$ cat config.mk
export PLATFORM = sky130hd
export DESIGN_NAME = if_fetch
export DESIGN_NICKNAME = d
export VERILOG_FILES = /design/src/rtl/if_fetch.sv
export SDC_FILE = /design/constraint.sdc
export NUM_CORES = 1
export LEC_CHECK = 0
export CAP_MARGIN = 20
export CORE_AREA = 10 10 129 131
export DETAILED_ROUTE_END_ITERATION = 16
export DIE_AREA = 0 0 139 141
export PLACE_DENSITY = 0.69
export SYNTH_ARGS = -nofsm -noshare
export SYNTH_HDL_FRONTEND = slang
export SYNTH_SLANG_ARGS = --single-unit
$ cat constraint.sdc
create_clock -name dclk -period 3.7 [get_ports dclk]
set_input_delay 0.74 -clock dclk [delete_from_list [all_inputs] [get_ports dclk]]
set_output_delay 0.74 -clock dclk [all_outputs]
set_load 0.02 [all_outputs]
$ cat src/rtl/if_fetch.sv
// if_fetch: RV32I instruction-fetch stage.
// Owns the PC and fetches each 32-bit word as four little-endian bytes over
// the shared byte-wide memory port (1-cycle read latency). It presents the
// assembled word and its PC to IF/ID and honours stalls, EX-stage redirects
// and memory-port arbitration against the MEM stage.
module if_fetch #(
    parameter logic [31:0] RESET_PC = 32'h0000_0000
) (
    input  logic        dclk,
    input  logic        rst,
    input  logic        rdy,
    input  logic [1:0]  stl_STALLER_i,
    input  logic        br_EX_i,
    input  logic [31:0] br_addr_EX_i,
    input  logic        mem_busy_i,
    input  logic [7:0]  mem_data_i,
    output logic [31:0] mem_addr_o,
    output logic        mem_re_o,
    output logic [31:0] inst_IF_o,
    output logic [31:0] pc_o,
    output logic        inst_valid_o
);

    // A0 issues byte 0. Bx captures byte x-1 and issues byte x (up to B3).
    // B4 captures byte 3 and completes the word. HOLD presents it to IF/ID.
    typedef enum logic [2:0] {
        S_A0   = 3'd0,
        S_B1   = 3'd1,
        S_B2   = 3'd2,
        S_B3   = 3'd3,
        S_B4   = 3'd4,
        S_HOLD = 3'd5
    } state_t;

    localparam logic [1:0] STL_GO = 2'b00;

    state_t      r_state;
    state_t      w_state_nxt;
    logic [31:0] r_pc;
    logic [23:0] r_buf;
    logic [31:0] r_inst;
    logic        r_valid;

    logic        w_fetching;
    logic        w_redirect;
    logic        w_step;
    logic        w_consume;
    logic        w_issue;
    logic [31:0] w_offset;

    // Event decode. rdy low masks everything, so a branch seen while paused
    // is dropped here and the staller re-presents it later.
    assign w_fetching = (r_state != S_HOLD);
    assign w_redirect = rdy & br_EX_i;
    assign w_step     = rdy & ~br_EX_i & ~mem_busy_i & w_fetching;
    assign w_consume  = rdy & ~br_EX_i & (r_state == S_HOLD) &
                        (stl_STALLER_i == STL_GO);

    // State register.
    always_ff @(posedge dclk) begin
        if (!rst) begin
            r_state <= S_A0;
        end else begin
            r_state <= w_state_nxt;
        end
    end

    // Next-state logic. Any interruption of a partial fetch (pause, busy
    // port, redirect) restarts it at byte 0; HOLD only leaves on Go or
    // a redirect.
    always_comb begin
        w_state_nxt = r_state;
        if (!rdy) begin
            if (w_fetching) begin
                w_state_nxt = S_A0;
            end
        end else if (br_EX_i) begin
            w_state_nxt = S_A0;
        end else if (w_fetching && mem_busy_i) begin
            w_state_nxt = S_A0;
        end else begin
            case (r_state)
                S_A0:    w_state_nxt = S_B1;
                S_B1:    w_state_nxt = S_B2;
                S_B2:    w_state_nxt = S_B3;
                S_B3:    w_state_nxt = S_B4;
                S_B4:    w_state_nxt = S_HOLD;
                S_HOLD:  w_state_nxt = (stl_STALLER_i == STL_GO) ? S_A0 : S_HOLD;
                default: w_state_nxt = S_A0;
            endcase
        end
    end

    // Output logic: which byte of the current word the state requests.
    always_comb begin
        w_issue  = 1'b0;
        w_offset = 32'd0;
        case (r_state)
            S_A0: begin w_issue = 1'b1; w_offset = 32'd0; end
            S_B1: begin w_issue = 1'b1; w_offset = 32'd1; end
            S_B2: begin w_issue = 1'b1; w_offset = 32'd2; end
            S_B3: begin w_issue = 1'b1; w_offset = 32'd3; end
            default: begin w_issue = 1'b0; w_offset = 32'd0; end
        endcase
    end

    assign mem_re_o   = rdy & ~mem_busy_i & w_issue;
    assign mem_addr_o = w_issue ? (r_pc + w_offset) : 32'd0;

    // Byte buffer: collect bytes 0..2 while the fetch advances. Any stalled
    // or aborted fetch cycle throws away the partial word.
    always_ff @(posedge dclk) begin
        if (!rst) begin
            r_buf <= 24'd0;
        end else if (w_step) begin
            case (r_state)
                S_A0:    r_buf <= 24'd0;
                S_B1:    r_buf[7:0]   <= mem_data_i;
                S_B2:    r_buf[15:8]  <= mem_data_i;
                S_B3:    r_buf[23:16] <= mem_data_i;
                default: r_buf <= r_buf;
            endcase
        end else if (w_fetching) begin
            r_buf <= 24'd0;
        end
    end

    // PC and presented word. Redirect beats consumption. The word becomes
    // valid only on the B4 edge and is zeroed whenever HOLD is left, so
    // IF/ID sees ZeroWord bubbles outside HOLD.
    always_ff @(posedge dclk) begin
        if (!rst) begin
            r_pc    <= RESET_PC;
            r_inst  <= 32'd0;
            r_valid <= 1'b0;
        end else if (w_redirect) begin
            r_pc    <= br_addr_EX_i;
            r_inst  <= 32'd0;
            r_valid <= 1'b0;
        end else if (w_consume) begin
            r_pc    <= r_pc + 32'd4;
            r_inst  <= 32'd0;
            r_valid <= 1'b0;
        end else if (w_step && (r_state == S_B4)) begin
            r_inst  <= {mem_data_i, r_buf};
            r_valid <= 1'b1;
        end
    end

    assign pc_o         = r_pc;
    assign inst_IF_o    = r_inst;
    assign inst_valid_o = r_valid;

endmodule
==> results.json <==
{
  "cts_root_buf": "clkbuf_16",
  "ys_ff_latch": 92,
  "p_leak_nw": 2.27,
  "num_rows": 44,
  "synth_edf_count": 0,
  "setup_viol_count_final": 0,
  "crit_path_start_kind": "flip-flop",
  "yosysTopAreaCellShare_pct": 37.8,
  "worst_pin_slew_ns": 0.693,
  "final_cell_mix": "clkdlybuf4s50_1 (142), nand2_1 (114), dfxtp_1 (89)",
  "hold_violations": 0,
  "die_h_um": 141,
  "dp_slack_ns": 0.447,
  "placed_cell_area_um2": 6520,
  "r2r_end": "pc_o[23]$_SDFFE_PN0P_",
  "end_kind": "primary output",
  "multi_input_area_um2": 2810,
  "gr-usage-all-layers_pct": 16.0,
  "async_flop_share_pct": 0,
  "peakVddDrop_uv": 227,
  "drc": 0,
  "seqPwrFrac_pct": 45.2,
  "gp_congestion": 0.922,
  "ys_top_cells_by_area": "dfxtp_1 (38%), nand2_1 (8.8%), a21oi_1 (5.8%), xor2_1 (5.8%), a22oi_1 (3.7%)",
  "wl_met3_um": 1130,
  "drtPass1Iterations": 5,
  "ys.flop_type": "dfxtp_1",
  "switching_share_pct": 26.8,
  "avgSynthCellArea_um2": 7.80,
  "hpwlAfterDp_um": 12100,
  "tns_ns": 0,
  "slew_headroom_pct": 53.8,
  "synth_top_area_cell": "dfxtp_1",
  "die_area_um2": 19600,
  "n_antenna_cell": 0,
  "viasPerCell": 5.12,
  "fin_skew_ns": 0.00883,
  "fin_crit_ns": 3.53,
  "drtIter0Drc": 310,
  "hold_buffers": 0,
  "hold_slack_ns": 0.453,
  "post-cts-setup-buffer-count": 0,
  "comb_power_share_pct": 13.1,
  "drt-met1-wl_um": 7520,
  "cts_buffers": 9,
  "slew_violations": 0,
  "routedWlPerCell_um": 17.5,
  "finalNetCount": 803,
  "drt_wl_total_um": 16500,
  "final_common_cell": "clkdlybuf4s50_1",
  "rrSetupSlack_ns": 1.47,
  "fmax_ghz": 0.283,
  "reg2reg_depth": 6,
  "grt_setup_unrepaired": "no",
  "r2r-start": "pc_o[7]$_SDFFE_PN0P_",
  "path_clk_slew_ns": 0.07,
  "highest_layer": "met4",
  "ioPinCount": 145,
  "endpoint": "mem_addr_o[28]",
  "switchingPower_uw": 622,
  "grt_pass1_vias": 4661,
  "postRouteAntennaNets": 0,
  "cp.required_ns": 2.96,
  "crit_fanout": 7,
  "cp-startpoint": "pc_o[24]$_SDFFE_PN0P_",
  "status": "complete, no violations",
  "grt.overflow.total": 0,
  "dr_total_vias": 4817,
  "cts_tree": "yes",
  "cap_violations": 0,
  "setup_slack_ns": 0.166,
  "cts.sink_count": 92,
  "cp.arrival_ns": 2.79,
  "p_per_area_nw_per_um2": 339,
  "hp-class": "reg -> reg",
  "fill_cells": 1396,
  "clock_path_buffers": 2,
  "fin_crit_sh_pct": 95.5,
  "start_util_pct": 34.3,
  "wl_met2_um": 7620,
  "p_clk_share_pct": 41.7,
  "port_buffers": 144,
  "core_region_area_um2": 14200,
  "die_w_um": 139,
  "internal_power_mw": 1.70,
  "cts-htree-levels": 3,
  "grt_max_degree": 47,
  "syn_to_final_growth_pct": 40.5,
  "syn_inst": 624,
  "syn_nets": 675,
  "grt_first_pass_wirelength_um": 25900,
  "clk_latency_ns": 0.35,
  "criticalPathCategory": "reg -> out",
  "synth_cell_types": 50,
  "netlist_area_um2": 4870,
  "layout-drive-gt1-share_pct": 7.66,
  "yosysWarnings": 0,
  "fin_area_um2": 6840,
  "seq_area_frac_synth_pct": 37.8,
  "antenna_found_initial": 0,
  "seqCellArea_um2": 1850
}
metrics by stage:
| step | instances | utilization, % | power, mW |
|---|---|---|---|
| detailed placement | 925 | 45.9 | 1.37 |
| finish | 941 | 48.2 | 2.32 |
| global placement | 925 | 45.9 | 1.37 |
| global route | 941 | 48.2 | 2.40 |
| floorplan | 624 | - | 1.20 |
| CTS | 941 | 48.0 | 2.34 |
state kept, by name, summed over array words and instances, names as in the netlist:
register / flops
inst_valid_o: 1
r_buf: 24
pc_o: 32
inst_IF_o: 32
r_state: 3
critical path, cell delays in order, from the launching register on:
cell,delay [ns]
dfxtp_1,0.51
nand4_1,0.31
or4_4,0.55
nor3_2,0.25
xnor2_1,0.11
nor2_1,0.10
clkdlybuf4s50_1,0.62
Yosys cell counts (all sizes together) (4+ instances only):
| cell | n |
|---|---|
| a21oi | 56 |
| a22oi | 24 |
| and2 | 6 |
| and4 | 4 |
| buf | 26 |
| clkbuf | 24 |
| dfxtp | 92 |
| inv | 5 |
| nand2 | 114 |
| nand3 | 21 |
| nand4 | 24 |
| nor2 | 43 |
| nor2b | 28 |
| nor3 | 12 |
| nor4 | 11 |
| o21ai | 38 |
| or3 | 6 |
| xnor2 | 19 |
| xor2 | 32 |
how the worst min path moves through the flow:
stage               cells past startpoint                    endpoint                        from  slack [ns]
finish                                  2  inst_IF_o[18]$_SDFFE_PP0P_      r_buf[18]$_SDFFE_PN0P_        0.45
global route                            2  inst_IF_o[13]$_SDFFE_PP0P_      r_buf[13]$_SDFFE_PN0P_        0.47
CTS                                     2  inst_IF_o[19]$_SDFFE_PP0P_  inst_IF_o[19]$_SDFFE_PP0P_        0.46
detailed placement                      2  inst_IF_o[18]$_SDFFE_PP0P_      r_buf[18]$_SDFFE_PN0P_        0.45
global placement                        2  inst_IF_o[17]$_SDFFE_PP0P_      r_buf[17]$_SDFFE_PN0P_        0.44
floorplan                               2   inst_IF_o[0]$_SDFFE_PP0P_       r_buf[0]$_SDFFE_PN0P_        0.43
cell families after synthesis:
family | after synthesis | share of synthesized area (%)
buffers and inverters | 55 | 4.93
AND/OR/NAND/NOR | 284 | 30.1
AO/OA/AOI/OAI | 138 | 16.8
adder cells (fa/ha/maj) | 4 | 1.18
flip-flops | 92 | 37.8
XOR/XNOR | 51 | 9.17
power by group through the flow:
stage	Combinational (mW)	Clock [mW]	Sequential, mW
6_report	0.304	0.967	1.05
5_1_grt	0.327	1.02	1.05
4_1_cts	0.306	0.983	1.05
3_5_place_dp	0.304	0	1.07
3_3_place_gp	0.304	0	1.07
2_1_floorplan	0.129	0	1.08
per-layer routing:
metal,track usage (%),vias up
met5,0,-
met4,4.94,0
met3,4.53,17
met2,25.4,148
met1,20.6,2225
li1,-,2427
what timing repair did:
item / CTS / global route
gates resized for setup: 0 / 7
hold endpoints to repair: 0 / 0
setup endpoints to repair: 0 / 11
cell type report:
class / instances / share of cell area (%)
clock buffers: 10 / 3.35
clock inverters: 6 / 1.12
multi-input cells: 477 / 41.1
repair buffers: 167 / 23.9
flip-flops and latches: 92 / 27.0
well taps: 184 / 3.37
inverters: 5 / 0.274
Note: power is estimated with default switching activity, not from simulation.
